===== config.mk =====
export PLATFORM = sky130hd
export DESIGN_NAME = ltc2308_sample_ctrl_flat
export DESIGN_NICKNAME = d
export VERILOG_FILES = /design/src/rtl/ltc2308_sample_ctrl_if.sv /design/src/rtl/ltc2308_sample_ctrl.sv /design/src/flat_wrapper.sv
export SDC_FILE = /design/constraint.sdc
export NUM_CORES = 1
export LEC_CHECK = 0
export BUFFER_PORTS_ARGS = -buffer_cell sky130_fd_sc_hd__buf_4
export CORE_AREA = 10 10 88 75
export DETAILED_ROUTE_END_ITERATION = 12
export DIE_AREA = 0 0 98 85
export PLACE_DENSITY = 0.84
export SETUP_SLACK_MARGIN = 0.4
export SLEW_MARGIN = 10
export SYNTH_ARGS = -nofsm -noshare
export SYNTH_HDL_FRONTEND = slang
export SYNTH_SLANG_ARGS = --single-unit
export TNS_END_PERCENT = 5

===== constraint.sdc =====
create_clock -name clk -period 3.36 [get_ports clk]
set_input_delay 0.336 -clock clk [delete_from_list [all_inputs] [get_ports clk]]
set_output_delay 0.336 -clock clk [all_outputs]
set_load 0.02 [all_outputs]

===== src/rtl/ltc2308_sample_ctrl_if.sv =====
// ltc2308_sample_ctrl_if: request, ADC pin and result signals of the LTC2308 sampler (ADC_SAMPLE_CNT_EN adds sample_cnt)
interface ltc2308_sample_ctrl_if;
    logic        start;
    logic        continuous;
    logic [2:0]  ch_sel;
    logic        adc_convst;
    logic        adc_sck;
    logic        adc_sdi;
    logic        adc_sdo;
    logic [11:0] data_out;
    logic [2:0]  data_ch;
    logic        data_valid;
    logic        busy;
`ifdef ADC_SAMPLE_CNT_EN
    logic [15:0] sample_cnt;
    modport slave (input start, continuous, ch_sel, adc_sdo,
                   output adc_convst, adc_sck, adc_sdi, data_out, data_ch, data_valid, busy, sample_cnt);
    modport master (output start, continuous, ch_sel, adc_sdo,
                    input adc_convst, adc_sck, adc_sdi, data_out, data_ch, data_valid, busy, sample_cnt);
`else
    modport slave (input start, continuous, ch_sel, adc_sdo,
                   output adc_convst, adc_sck, adc_sdi, data_out, data_ch, data_valid, busy);
    modport master (output start, continuous, ch_sel, adc_sdo,
                    input adc_convst, adc_sck, adc_sdi, data_out, data_ch, data_valid, busy);
`endif
endinterface


===== src/rtl/ltc2308_sample_ctrl.sv =====
// ltc2308_sample_ctrl: LTC2308 convert/SPI sequencer with held result word; ADC_SAMPLE_CNT_EN adds sample_cnt
module ltc2308_sample_ctrl #(
    parameter int CLK_DIV     = 2,
    parameter int CONV_CYCLES = 80
) (
    input logic                  clk,
    input logic                  reset_n,
    ltc2308_sample_ctrl_if.slave bus
);
    typedef enum logic [1:0] {IDLE, CONV, XFER, DONE} state_t;

    state_t      state_q, state_d;
    logic [15:0] cnt_q, cnt_d;
    logic [3:0]  bit_q, bit_d;
    logic [5:0]  cfg_q, cfg_d;
    logic [2:0]  cur_ch_q, cur_ch_d, prev_ch_q, prev_ch_d, data_ch_q, data_ch_d;
    logic [11:0] shift_q, shift_d, data_out_q, data_out_d;
    logic        convst_q, convst_d, sck_q, sck_d, sdi_q, sdi_d;
    logic        valid_q, valid_d, busy_q, busy_d;
    logic        launch, conv_end, phase_end, last_fall;

    assign launch    = (state_q == IDLE && bus.start) || (state_q == DONE && bus.continuous);
    assign conv_end  = cnt_q == 16'(CONV_CYCLES - 1);
    assign phase_end = cnt_q == 16'(CLK_DIV - 1);
    assign last_fall = sck_q && phase_end && bit_q == 4'd11;

    // state register
    always_ff @(posedge clk)
        state_q <= !reset_n ? IDLE : state_d;

    // next-state: one pass through convert and transfer per request, chained while continuous
    always_comb begin
        state_d = state_q;
        case (state_q)
            IDLE:    state_d = bus.start ? CONV : IDLE;
            CONV:    state_d = conv_end ? XFER : CONV;
            XFER:    state_d = last_fall ? DONE : XFER;
            default: state_d = bus.continuous ? CONV : IDLE;
        endcase
    end

    // outputs and datapath: CONVST pulse, SCK phases, SDI/SDO shifting, result hand-off
    always_comb begin
        cnt_d      = cnt_q + 16'd1;
        bit_d      = bit_q;
        cfg_d      = cfg_q;
        cur_ch_d   = cur_ch_q;
        prev_ch_d  = prev_ch_q;
        data_ch_d  = data_ch_q;
        shift_d    = shift_q;
        data_out_d = data_out_q;
        convst_d   = convst_q;
        sck_d      = sck_q;
        sdi_d      = sdi_q;
        valid_d    = 1'b0;
        busy_d     = busy_q;
        case (state_q)
            CONV: begin
                if (cnt_q == 16'd1) convst_d = 1'b0;
                if (conv_end) begin
                    cnt_d = '0;
                    bit_d = '0;
                    sdi_d = cfg_q[5];
                end
            end
            XFER: if (phase_end) begin
                cnt_d = '0;
                sck_d = !sck_q;
                if (!sck_q) shift_d = {shift_q[10:0], bus.adc_sdo};
                else begin
                    sdi_d = cfg_q[4];
                    cfg_d = {cfg_q[4:0], 1'b0};
                    bit_d = bit_q + 4'd1;
                end
            end
            DONE: begin
                data_out_d = shift_q;
                data_ch_d  = prev_ch_q;
                prev_ch_d  = cur_ch_q;
                valid_d    = 1'b1;
                busy_d     = 1'b0;
            end
            default: ;
        endcase
        if (launch) begin
            cfg_d    = {1'b1, bus.ch_sel[0], bus.ch_sel[2], bus.ch_sel[1], 2'b10};
            cur_ch_d = bus.ch_sel;
            busy_d   = 1'b1;
            convst_d = 1'b1;
            cnt_d    = '0;
        end
    end

    // datapath registers; reset aborts any frame in flight
    always_ff @(posedge clk) begin
        if (!reset_n) begin
            cnt_q      <= '0;
            bit_q      <= '0;
            cfg_q      <= '0;
            cur_ch_q   <= '0;
            prev_ch_q  <= '0;
            data_ch_q  <= '0;
            shift_q    <= '0;
            data_out_q <= '0;
            convst_q   <= 1'b0;
            sck_q      <= 1'b0;
            sdi_q      <= 1'b0;
            valid_q    <= 1'b0;
            busy_q     <= 1'b0;
        end else begin
            cnt_q      <= cnt_d;
            bit_q      <= bit_d;
            cfg_q      <= cfg_d;
            cur_ch_q   <= cur_ch_d;
            prev_ch_q  <= prev_ch_d;
            data_ch_q  <= data_ch_d;
            shift_q    <= shift_d;
            data_out_q <= data_out_d;
            convst_q   <= convst_d;
            sck_q      <= sck_d;
            sdi_q      <= sdi_d;
            valid_q    <= valid_d;
            busy_q     <= busy_d;
        end
    end

    assign bus.adc_convst = convst_q;
    assign bus.adc_sck    = sck_q;
    assign bus.adc_sdi    = sdi_q;
    assign bus.data_out   = data_out_q;
    assign bus.data_ch    = data_ch_q;
    assign bus.data_valid = valid_q;
    assign bus.busy       = busy_q;

`ifdef ADC_SAMPLE_CNT_EN
    logic [15:0] sample_cnt_q, sample_cnt_d;

    // count delivered results, wrapping at 16 bits
    always_comb
        sample_cnt_d = valid_d ? sample_cnt_q + 16'd1 : sample_cnt_q;

    // sample counter register
    always_ff @(posedge clk)
        sample_cnt_q <= !reset_n ? 16'd0 : sample_cnt_d;

    assign bus.sample_cnt = sample_cnt_q;
`endif
endmodule


===== src/flat_wrapper.sv =====
// flat-port wrapper written by rule: the top's interface ports become plain ports
module ltc2308_sample_ctrl_flat 
#(
    parameter int CLK_DIV     = 2,
    parameter int CONV_CYCLES = 80
)
  (clk, reset_n, bus_start, bus_continuous, bus_ch_sel, bus_adc_sdo, bus_adc_convst, bus_adc_sck, bus_adc_sdi, bus_data_out, bus_data_ch, bus_data_valid, bus_busy);
  ltc2308_sample_ctrl_if bus_i ();
  input logic clk;
  input logic reset_n;
  input wire logic [$bits(bus_i.start)-1:0] bus_start;
  input wire logic [$bits(bus_i.continuous)-1:0] bus_continuous;
  input wire logic [$bits(bus_i.ch_sel)-1:0] bus_ch_sel;
  input wire logic [$bits(bus_i.adc_sdo)-1:0] bus_adc_sdo;
  output wire logic [$bits(bus_i.adc_convst)-1:0] bus_adc_convst;
  output wire logic [$bits(bus_i.adc_sck)-1:0] bus_adc_sck;
  output wire logic [$bits(bus_i.adc_sdi)-1:0] bus_adc_sdi;
  output wire logic [$bits(bus_i.data_out)-1:0] bus_data_out;
  output wire logic [$bits(bus_i.data_ch)-1:0] bus_data_ch;
  output wire logic [$bits(bus_i.data_valid)-1:0] bus_data_valid;
  output wire logic [$bits(bus_i.busy)-1:0] bus_busy;
  assign bus_i.start = bus_start;
  assign bus_i.continuous = bus_continuous;
  assign bus_i.ch_sel = bus_ch_sel;
  assign bus_i.adc_sdo = bus_adc_sdo;
  assign bus_adc_convst = bus_i.adc_convst;
  assign bus_adc_sck = bus_i.adc_sck;
  assign bus_adc_sdi = bus_i.adc_sdi;
  assign bus_data_out = bus_i.data_out;
  assign bus_data_ch = bus_i.data_ch;
  assign bus_data_valid = bus_i.data_valid;
  assign bus_busy = bus_i.busy;
  ltc2308_sample_ctrl #(.CLK_DIV(CLK_DIV), .CONV_CYCLES(CONV_CYCLES)) u_core (.clk(clk), .reset_n(reset_n), .bus(bus_i));
endmodule

### Word-level counts from Yosys, hierarchy flattened

Index checks and enable logic that the tools add are counted.

| word-level totals | value |
|---|---|
| input bits | 8 |
| output and inout bits | 20 |
| bits in registers | 65 |

| operators by class | value |
|---|---|
| eq/ne operators | 9 |
| add/sub/neg operators | 2 |
| reductions and logical operators | 19 |
| bitwise operators | 2 |
| multiplexer cells | 26 |

Operators by type and width:

| cell | count |
|---|---|
| 16-bit two-way mux | 2 |
| 16-bit case mux with 2 select lines | 1 |
| 6-bit two-way mux | 4 |
| 16-bit by 1-bit adder with 16-bit output, second input constant | 1 |
| 16-bit by 1-bit equality test with 1-bit output, second input constant | 1 |
| 16-bit by 7-bit equality test with 1-bit output, second input constant | 1 |
| 1-bit two-way mux | 12 |
| 4-bit two-way mux | 3 |
| 2-bit nonzero test | 6 |
| 4-bit case mux with 2 select lines | 1 |
| 2-bit by 1-bit != test with 1-bit output, second input constant | 3 |
| 2-bit case mux with 3 select lines | 1 |
| 3-bit AND reduction | 2 |
| 4-bit by 1-bit adder with 4-bit output, second input constant | 1 |
| 2-bit equality test, second input constant | 2 |
| 4-bit equality test, second input constant | 1 |
| 1-bit logical AND | 4 |
| 2-bit AND reduction | 2 |
| 4-bit AND reduction | 1 |
| 2-bit by 1-bit equality test with 1-bit output, second input constant | 1 |
| 2-bit logical NOT | 1 |
| 2-bit two-way mux | 1 |
| 1-bit NOT | 2 |
| 1-bit case mux with 2 select lines | 1 |
| 3 further kinds | 3 |

### Depth between registers and ports, before layout

Gate-level depths: netlist (run 1).

| logic depth | value |
|---|---|
| word-level depth | 5 |
| mapped depth | 8 |

### Least setup slack after synthesis (run 1)

OpenSTA, ideal clock, no wires.

| timing path | value |
|---|---|
| path kind | register to register |
| start point | register u_core.cnt_q[0] |
| end point | register u_core.cnt_q[11] |
| data arrival time | 1.743 ns |
| library setup time | 0.115 ns |
| data required time | 3.245 ns |
| stages on the path, launching flop included | 7 |
| path slack | 1.503 ns |
| cell sequence | dfxtp_1 -> ha_1 -> and4_1 -> a41oi_1 -> o311ai_4 -> buf_6 -> nor2_1 |

| between the ends | value |
|---|---|
| cells in the longest elaborated chain, start to end | 3 |
| elaborated cells between the ends (all ways) | 6 |
| classes of those cells | 1 x add/sub; 2 x eq/ne; 3 x mux |

Ends and longest elaborated chain:

| element | line | RTL |
|---|---|---|
| start: declaration | ltc2308_sample_ctrl.sv:13 | `logic [15:0] cnt_q, cnt_d;` |
| start signal: assignment | ltc2308_sample_ctrl.sv:111 | `cnt_q <= cnt_d;` |
| 16-bit by 1-bit adder with 16-bit output (tied with other cells) | ltc2308_sample_ctrl.sv:44 | `cnt_d = cnt_q + 16'd1;` |
| 16-bit two-way mux (on tied branches) | ltc2308_sample_ctrl.sv:66, ltc2308_sample_ctrl.sv:60 |  |
| 16-bit case mux with 2 select lines (*) | ltc2308_sample_ctrl.sv:57 | `case (state_q)` |

Every way passes the cells marked *; elsewhere a longest branch is shown, timed or not.
A chain may end at the register's enable or synchronous reset.

### Final worst setup path (run 1)

| timing path | value |
|---|---|
| start point | register u_core.cnt_q[0] |
| end point | register u_core.cnt_q[3] |

The elaborated chain is that of the path after synthesis.

==> results of run 1 <==
## cell type report
type	count	area (sq um)
Clock buffer	13	179
Clock inverter	2	35.0
Fill cell	388	1590
Inverter	13	48.8
Multi-Input combinational cell	210	1400
Sequential cell	65	1300
Tap cell	62	77.6
Timing Repair Buffer	30	225
## kinds of logic (layout without fill, tap and decap cells)
family	Yosys count	in the layout	synth area share (%)
simple gates	102	102	19.7
flops	65	65	46.0
compound gates	63	63	13.9
buf+inv	30	58	4.38
mux	24	24	8.50
xor+xnor	13	13	4.03
fa+ha+maj	8	8	3.54
## critical path: cells and delay by family, from the launching register on
kind            cells  cell delay [ps]
simple gates        2              350
fa+ha+maj           1              260
compound gates      2             1140
flops               1              380
## how the worst max path moves through the flow
stage                                from                to  slack [ps]
after CTS                 u_core.cnt_q[0]  u_core.cnt_q[11]        1110
after global placement    u_core.cnt_q[0]   u_core.cnt_q[3]        1230
after detailed placement  u_core.cnt_q[0]  u_core.cnt_q[11]        1120
after floorplan           u_core.cnt_q[0]  u_core.cnt_q[11]        1500
after global routing      u_core.cnt_q[0]  u_core.cnt_q[13]         930
final                     u_core.cnt_q[0]   u_core.cnt_q[3]        1100
## layer usage
layer / track usage, % / up-vias
li1: - / 1135
met1: 19.0 / 1073
met2: 20.7 / 84
met3: 4.94 / 15
met4: 8.58 / 0
met5: 0 / -
## per-stage QoR
stage / util [%] / hold slack, ps
2_1_floorplan: - / 433
3_3_place_gp: 62.8 / 444
3_5_place_dp: 62.8 / 470
4_1_cts: 67.2 / 231
5_1_grt: 67.2 / 228
6_report: 67.2 / 247
## cell usage after synthesis (all sizes together)
cell	instances	area, sq um
and4	3	26.3
xor2	6	52.6
xnor2	7	61.3
a41oi	2	17.5
a211oi	4	30.0
a22oi	1	7.51
nand2b	2	12.5
nor4	4	55.1
clkbuf	11	41.3
nand4	8	56.3
or3	3	18.8
and2	2	12.5
inv	13	48.8
nand2	11	41.3
o21a	1	7.51
a221oi	1	8.76
a211o	1	8.76
nand3	20	100
buf	6	33.8
a21oi	17	85.1
ha	8	100
dfxtp	65	1300
o21ai	23	115
a31oi	6	37.5
nor2	40	150
nor4b	2	32.5
o211ai	5	37.5
o311ai	1	26.3
or4	3	26.3
o211a	1	10.0
nor3	4	25.0
mux2i	24	240
## report_power, final
part / switching, mW / leakage (nW) / internal, mW
sequential: 0.00908 / 0.526 / 0.784
clock: 0.284 / 0.112 / 0.418
combinational: 0.0603 / 0.544 / 0.0332
total: 0.353 / 1.18 / 1.24
## sequential cells by signal, summed over array words and instances, names as in the netlist
name / count
u_core.cur_ch_q: 3
u_core.bus.data_out: 12
u_core.cfg_q: 5
u_core.shift_q: 12
u_core.bit_q: 4
u_core.bus.adc_convst: 1
u_core.bus.busy: 1
u_core.state_q: 2
u_core.bus.adc_sdi: 1
u_core.bus.data_valid: 1
u_core.bus.data_ch: 3
u_core.cnt_q: 16
u_core.prev_ch_q: 3
u_core.bus.adc_sck: 1
## cells in the final DEF (no fill, tap or decap), types with 11 or more instances in the layout
cell,synthesis,final
a21oi_1,17,17
buf_4,0,30
clkbuf_8,0,13
dfxtp_1,65,65
inv_1,13,13
mux2i_1,24,24
nand2_1,11,11
nand3_1,20,20
nor2_1,40,40
o21ai_0,23,23
==> reports/qor.yml, run 1 <==
layout:
  fin_nets: 345
  drive_above_1_share_pct: 15.6
  syn_to_final_growth_pct: 15.6
  antenna_cells: 0
  fin_area_sq_um: 3270
  fin_cells: 395
floorplan:
  core_sq_um: 4860
  die_h_um: 85
  start_util_pct: 58.1
  num_rows: 23
  dieArea_sq_um: 8330
  die_x_um: 98
  ios: 28
route:
  drt_iter0_markers: 330
  wl_met2_um: 2690
  maxUsedRoutingLayer: "met4"
  viasPerCell: 5.84
  routed_wl_um: 6050
  drt-met1-wl_um: 2790
  wl_per_cell_um: 15.3
  drcViolationCount: 0
  drtAntennaViolNets: 0
  met3_length_um: 434
  dr.pass1.iters: 5
  num_vias: 2307
global_route:
  grt_pass1_vias: 2147
  gr-total-overflow: 0
  grt.total_usage_pct: 14.7
  antenna_found_initial: 0
  grt_max_degree: 41
  grt_pass1_wl_um: 10200
timing:
  fin_crit_sh_pct: 67.3
  setup_slack_ps: 1100
  relSlewSlack_pct: 21.3
  drv_slew: 0
  fin_setup_tns_ps: 0
  final.min_clock_period_ps: 2260
  rsz0062_at_grt: "no"
  fin_skew_ps: 4.50
  tightest_slew_ps: 1180
  max_freq_mhz: 442
  finalSetupViolations: 0
  final_hold_viol_count: 0
setup_path:
  max_stage_delay_ps: 750
  cpMaxStageDelayCell: "o311ai_4"
  worstReg2RegStart: "u_core.cnt_q[0]"
  worstPathRequired_ps: 3560
  rrSetupSlack_ps: 1100
  critPathLaunchType: "register"
  worstSetupEndpointType: "register"
  crit_chain: "ha_1 -> and4_1 -> a41oi_1 -> o311ai_4 -> nor2_1"
  reg2reg_to: "u_core.cnt_q[3]"
  worstRegToRegCells: 5
  critical_path_class: "reg -> reg"
  crit_arrival_ps: 2460
  cp_max_fo: 16
status:
  status: "finished, final reports clean"
cts:
  clkLatencyLatePin_ps: 340
  cts_tree: "built"
  clock_path_buffers: 2
  cts_hold_buf: 0
  postCtsSetupBuffers: 0
  cts_sinks: 65
  path_clk_slew_ps: 60
  h-tree-depth: 3
  root_buffer: "clkbuf_8"
  cts_resized: 0
  cts_buffers: 9
placed_design:
  portBuffers: 27
  dpl.cell_count: 380
  placedInstanceArea_sq_um: 3060
  dp_hpwl_um: 4060
  preCtsSetupSlack_ps: 1120
  routabilityCongestion: 0.827
hold_path:
  hp-start: "bus_ch_sel[1]"
  min_to: "u_core.cur_ch_q[1]"
  holdCritPathClass: "in -> reg"
  hold_depth: 3
pwr:
  power_leakage_nw: 1.18
  peakVddDrop_uv: 343
  power.density_nw_per_um2: 486
  total_power_mw: 1.59
yosys:
  synth-seq-cells: 65
  ys_seq_area_share_pct: 46.0
  synthCells: 305
  avgSynthCellArea_sq_um: 9.27
  yosys_warnings: 0
  syn_area_sq_um: 2830
  synth_nets: 321
  ys_types: 39
run:
  cap_violations: 0
Note: power is estimated with default switching activity, not from simulation.
==> inputs of run 2 (changes only) <==
CORE_AREA = 10 10 90 76   (was 10 10 88 75)
DIE_AREA = 0 0 100 86   (was 0 0 98 85)
PLACE_DENSITY = 0.81   (was 0.84)
clock period = 2.3 ns   (was 3.36 ns; I/O delays follow)
==> run 2 against run 1 <==
  * Register-to-register slack worse by 860 ps
  * Critical path type unchanged
  * Via count up 6.2%
  * Non-clock buffer count up 18
  * Hold slack lost 110 ps
  * Final area up 5.8%
  * Critical endpoint is now u_core.bit_q[0]
  * Sequential power is 46% higher
==> reports/qor.yml, run 2 (same netlist as run 1, synthesis figures left out) <==
timing:
  rsz0062_at_grt: "yes"
  holdWs_ps: 136  # -111 ps
  fin_setup_tns_ps: 0  # unchanged
  final_hold_viol_count: 0  # unchanged
  max_freq_mhz: 486  # +9.9%
  tightest_slew_ps: 603  # -575 ps
  relSlewSlack_pct: 59.8  # +38 points
  fin_crit_sh_pct: 89.4  # +22 points
  fin_skew_ps: 6.60  # +2.10 ps
  setup_slack_ps: 243  # -857 ps
  drv_slew: 0  # unchanged
  finalSetupViolations: 0  # unchanged
  final.min_clock_period_ps: 2060  # -203 ps
hold_path:
  holdCritPathClass: "in -> reg"
route:
  drt_iter0_markers: 196  # -41%
  drcViolationCount: 0  # unchanged
  wl_per_cell_um: 16.8  # +9.9%
  routed_wl_um: 6960  # +15%
  viasPerCell: 5.92  # +1.4%
  drtAntennaViolNets: 0  # unchanged
  num_vias: 2451  # +6.2%
  dr.pass1.iters: 4  # -1
placed_design:
  portBuffers: 27  # unchanged
  routabilityCongestion: 0.825  # -0.21%
  dp_hpwl_um: 4040  # -0.56%
  preCtsSetupSlack_ps: 284  # -833 ps
layout:
  largest-register: "u_core.cnt_q"
  drive_above_1_share_pct: 24.4  # +8.8 points
  final_cell_mix: "56 x dfxtp_1, 44 x buf_4, 40 x nor2_1"
  fin_nets: 363  # +5.2%
  layout_commonest_cell: "dfxtp_1"
  fillers: 381  # -1.8%
  antenna_cells: 0  # unchanged
  final_util_pct: 69.5  # +2.3 points
  syn_to_final_growth_pct: 22.3
  largest_register_ffs: 16  # unchanged
setup_path:
  cp_max_fo: 6  # -10
  path_buf_inv: 1  # +1
  crit_chain: "nor3_4 -> nand4_1 -> buf_6 -> or4_1 -> a31oi_1"
  path_delay_family: "simple AND/OR/NAND/NOR gates"
  rrSetupSlack_ps: 240  # -860 ps
  cpMaxStageDelayCell: "or4_1"
  worstPathRequired_ps: 2560  # -1000 ps
  critical_path_class: "reg -> reg"
  critPathLaunchType: "register"
  crit_arrival_ps: 2310  # -150 ps
  worstSetupEndpointType: "register"
  max_stage_delay_ps: 520  # -230 ps
floorplan:
  die_h_um: 86  # +1.2%
  num_rows: 23  # unchanged
  dieArea_sq_um: 8600  # +3.2%
  core_sq_um: 4980  # +2.4%
  ios: 28  # unchanged
  die_x_um: 100  # +2.0%
  start_util_pct: 56.8  # -1.3 points
pwr:
  power.density_nw_per_um2: 663  # +37%
  power_leakage_nw: 1.26  # +6.9%
  total_power_mw: 2.30  # +44%
  peakVddDrop_uv: 424  # +23%
cts:
  clock_path_buffers: 2  # unchanged
  h-tree-depth: 3  # unchanged
  cts_buffers: 9  # unchanged
  cts_tree: "built"
  root_buffer: "clkbuf_8"
  cts_sinks: 65  # unchanged
  clkLatencyLatePin_ps: 340  # about the same
  path_clk_slew_ps: 70  # about the same
  cts_hold_buf: 0  # unchanged
global_route:
  grt.total_usage_pct: 14.8  # +0.097 points
  grt_pass1_vias: 2175  # +1.3%
  gr-total-overflow: 0  # unchanged
  grt_pass1_wl_um: 10500  # +2.6%
  antenna_found_initial: 0  # unchanged
  grt_max_degree: 41  # unchanged
run:
  cap_violations: 0  # unchanged
status:
  status: "finished, final reports clean"
run 2: cell types whose count changed in the layout (fill, tap and decap cells not counted), sizes merged:
cell / delta
clkinv: +1
clkbuf: -2
clkinvlp: +2
buf: +18
run 2: where the power goes:
| part | total (mW) | internal (mW) | switching, mW |
|---|---|---|---|
| Sequential | 1.16 | 1.15 | 0.0141 |
| Clock | 0.964 | 0.526 | 0.438 |
| Combinational | 0.172 | 0.0722 | 0.0999 |
run 2: through the flow:
step	area (sq um)	std cells
after floorplan	2830	305
after global placement	3090	385
after detailed placement	3090	385
after CTS	3340	405
after global routing	3460	414
final	3460	414
run 2: worst paths after layout:
| path | startpoint | end | depth (start not counted) |
|---|---|---|---|
| hold / removal | bus_ch_sel[1] | u_core.cur_ch_q[1] | 3 |
| hold reg to reg | u_core.cnt_q[0] | u_core.cnt_q[0] | 1 |
| setup reg to reg | u_core.cnt_q[4] | u_core.bit_q[0] | 5 |
| setup / recovery | u_core.cnt_q[4] | u_core.bit_q[0] | 5 |
run 2: repair_timing:
| action | 4_1_cts | 5_1_grt |
|---|---|---|
| buffers inserted | 4 | 8 |
| endpoints found under the setup margin | 5 | 37 |
| pin swaps | 3 | 4 |
| gates resized for setup | 5 | 16 |
| cloned | 0 | 1 |
run 2: worst min-delay path: cells and delay by family:
kind / cells / cell delay [ps]
muxes: 1 / 50
buffers and inverters: 1 / 80
and+or+nand+nor: 1 / 80
run 2: metal layers:
layer | wire, um | vias up | GRT usage, %
met1 | 3150 | 1169 | 19.9
met3 | 418 | 23 | 4.89
met2 | 3200 | 91 | 21.2
li1 | - | 1168 | -
met5 | 0 | - | 0
met4 | 200 | 0 | 5.77
run 2: area by class of cell:
type	count	area [sq um]	share of cell area (%)
timing repair buffer	48	369	10.7
clock inverter	5	55.1	1.59
tap	62	77.6	2.24
multi-input combinational	210	1460	42.1
sequential	65	1310	37.9
inverter	13	48.8	1.41
clock buffer	11	141	4.09
==> inputs of run 3 (changes only) <==
CORE_AREA = 2 2 82 68   (was 10 10 90 76)
DIE_AREA = 0 0 84 70   (was 0 0 100 86)
RECOVER_POWER = 25   (was not set)
==> run 3 against run 2 <==
  * Fmax is 5.1% higher
  * Hold slack worse by 9.1 ps
  * Core utilization is 6.5 points lower
  * Wire length is 13% lower
  * Sequential power hardly changed
  * Highest routed layer unchanged
  * Critical path type unchanged
==> reports/qor.yml, run 3 (same netlist as run 1, synthesis figures left out) <==
status:
  status: "finished, final reports clean"
placed_design:
  placedInstanceArea_sq_um: 3100  # +0.12%
  portBuffers: 27  # unchanged
  routabilityCongestion: 0.876  # +6.2%
  dpl.cell_count: 388  # +0.78%
  dp_hpwl_um: 3970  # -1.7%
floorplan:
  core_sq_um: 5190  # +4.3%
  die_x_um: 84  # -16%
  start_util_pct: 54.4  # -2.4 points
  die_h_um: 70  # -19%
  num_rows: 24  # +4.3%
  ios: 28  # unchanged
  dieArea_sq_um: 5880  # -32%
layout:
  area.sequential_sq_um: 1300  # -0.76%
  layout_commonest_cell: "dfxtp_1"
  antenna_cells: 0  # unchanged
  fin_cells: 409  # -1.2%
  fin_nets: 355  # -2.2%
  syn_to_final_growth_pct: 15.8
  multiInputGateArea_sq_um: 1420  # -2.1%
  fillers: 429  # +13%
  final_util_pct: 63.0  # -6.5 points
  largest_register_ffs: 16  # unchanged
  fin_area_sq_um: 3270  # -5.4%
  largest-register: "u_core.cnt_q"
  drive_above_1_share_pct: 14.5  # -9.9 points
  final_cell_mix: "64 x dfxtp_1, 40 x nor2_1, 24 x mux2i_1"
cts:
  clock_path_buffers: 2  # unchanged
  path_clk_slew_ps: 70  # about the same
  root_buffer: "clkbuf_8"
  cts_buffers: 9  # unchanged
  cts_tree: "built"
  clkLatencyLatePin_ps: 350  # about the same
  cts_hold_buf: 0  # unchanged
  cts_sinks: 65  # unchanged
  h-tree-depth: 3  # unchanged
setup_path:
  cp_max_fo: 6  # unchanged
  reg2reg_to: "u_core.bit_q[0]"
  cp.depth: 6  # +1
  crit_chain: "ha_2 -> and4_1 -> a41oi_1 -> buf_4 -> or4_1 -> a31oi_1"
  worstSetupEndpointType: "register"
  worstPathRequired_ps: 2570  # about the same
  path_buf_inv: 1  # unchanged
  critical_path_class: "reg -> reg"
  cpMaxStageDelayCell: "or4_1"
  rrSetupSlack_ps: 340  # +100 ps
  max_stage_delay_ps: 400  # -120 ps
  crit_arrival_ps: 2230  # -80 ps
  worstReg2RegStart: "u_core.cnt_q[1]"
  worstRegToRegCells: 6  # +1
  critPathLaunchType: "register"
  path_delay_family: "simple AND/OR/NAND/NOR gates"
hold_path:
  hp-start: "bus_ch_sel[0]"
  min_to: "u_core.cur_ch_q[0]"
  holdCritPathClass: "in -> reg"
  hold_depth: 3  # unchanged
pwr:
  total_power_mw: 2.25  # -1.8%
  peakVddDrop_uv: 389  # -8.1%
  power.density_nw_per_um2: 689  # +3.8%
  power_leakage_nw: 1.13  # -11%
route:
  drt_iter0_markers: 176  # -10%
  wl_per_cell_um: 14.8  # -12%
  drcViolationCount: 0  # unchanged
  drtAntennaViolNets: 0  # unchanged
  routed_wl_um: 6040  # -13%
  dr.pass1.iters: 4  # unchanged
  num_vias: 2319  # -5.4%
  viasPerCell: 5.67  # -4.2%
global_route:
  grt.total_usage_pct: 22.7  # +7.9 points
  antenna_found_initial: 0  # unchanged
  gr-total-overflow: 0  # unchanged
  grt_pass1_vias: 2236  # +2.8%
  grt_max_degree: 41  # unchanged
  grt_pass1_wl_um: 10500  # +0.46%
timing:
  fin_setup_tns_ps: 0  # unchanged
  max_freq_mhz: 511  # +5.1%
  final.min_clock_period_ps: 1960  # -101 ps
  drv_slew: 0  # unchanged
  final_hold_viol_count: 0  # unchanged
  fin_crit_sh_pct: 85.1  # -4.4 points
  fin_skew_ps: 7.20  # +0.600 ps
  tightest_slew_ps: 638  # +34.6 ps
  finalSetupViolations: 0  # unchanged
  rsz0062_at_grt: "yes"
  relSlewSlack_pct: 57.5  # -2.3 points
run:
  cap_violations: 0  # unchanged
## run 3: changes by cell type in the layout (fill, tap and decap cells not counted), sizes merged
cell      previous run  this run
clkbuf              11        30
clkinv               2         4
inv                 13        14
buf                 48        19
clkinvlp             2         1
## run 3: timing repair
action                     CTS  global route
setup endpoints to repair    5            39
setup buffers                3             2
gates resized for setup      4             3
pin swaps                    2             2
## run 3: tightest hold or removal path, delay by kind of cell
family | cells | cell delay, ps
multiplexers | 1 | 50
buffers and inverters | 1 | 90
AND/OR/NAND/NOR | 1 | 70
## run 3: per-layer routing
| metal | GRT usage, % | share of wire (%) | vias to the layer above |
|---|---|---|---|
| li1 | - | - | 1152 |
| met1 | 30.2 | 48 | 1096 |
| met2 | 33.7 | 44 | 60 |
| met3 | 7.45 | 5.2 | 11 |
| met4 | 10.0 | 2.2 | 0 |
| met5 | 0 | 0 | - |
## run 3: how the worst max path moves through the flow
stage / start / to / slack, ps
2_1_floorplan: u_core.cnt_q[0] / u_core.cnt_q[11] / 440
3_3_place_gp: u_core.cnt_q[0] / u_core.bit_q[0] / 380
3_5_place_dp: u_core.state_q[0] / u_core.bit_q[1] / 300
4_1_cts: u_core.cnt_q[0] / u_core.bit_q[0] / 370
5_1_grt: u_core.state_q[0] / u_core.bit_q[1] / 200
6_report: u_core.cnt_q[1] / u_core.bit_q[0] / 340
## run 3: stage by stage
stage	hold slack, ps	setup WS (ps)
final	127	343
after floorplan	374	443
after global placement	450	385
after global routing	114	202
after detailed placement	464	296
after CTS	118	369
## run 3: final cells by class
class | instances | share of cell area [%]
tap | 65 | 2.48
inverter | 13 | 1.49
multi-input combinational | 210 | 43.5
sequential | 65 | 39.8
clock inverter | 7 | 2.14
timing repair buffer | 40 | 6.80
clock buffer | 9 | 3.78
## run 3: report_power, final
group          switching, mW  internal (mW)
logic                 0.0913         0.0559
clock network          0.450          0.499
registers             0.0132           1.15
total                  0.555           1.70
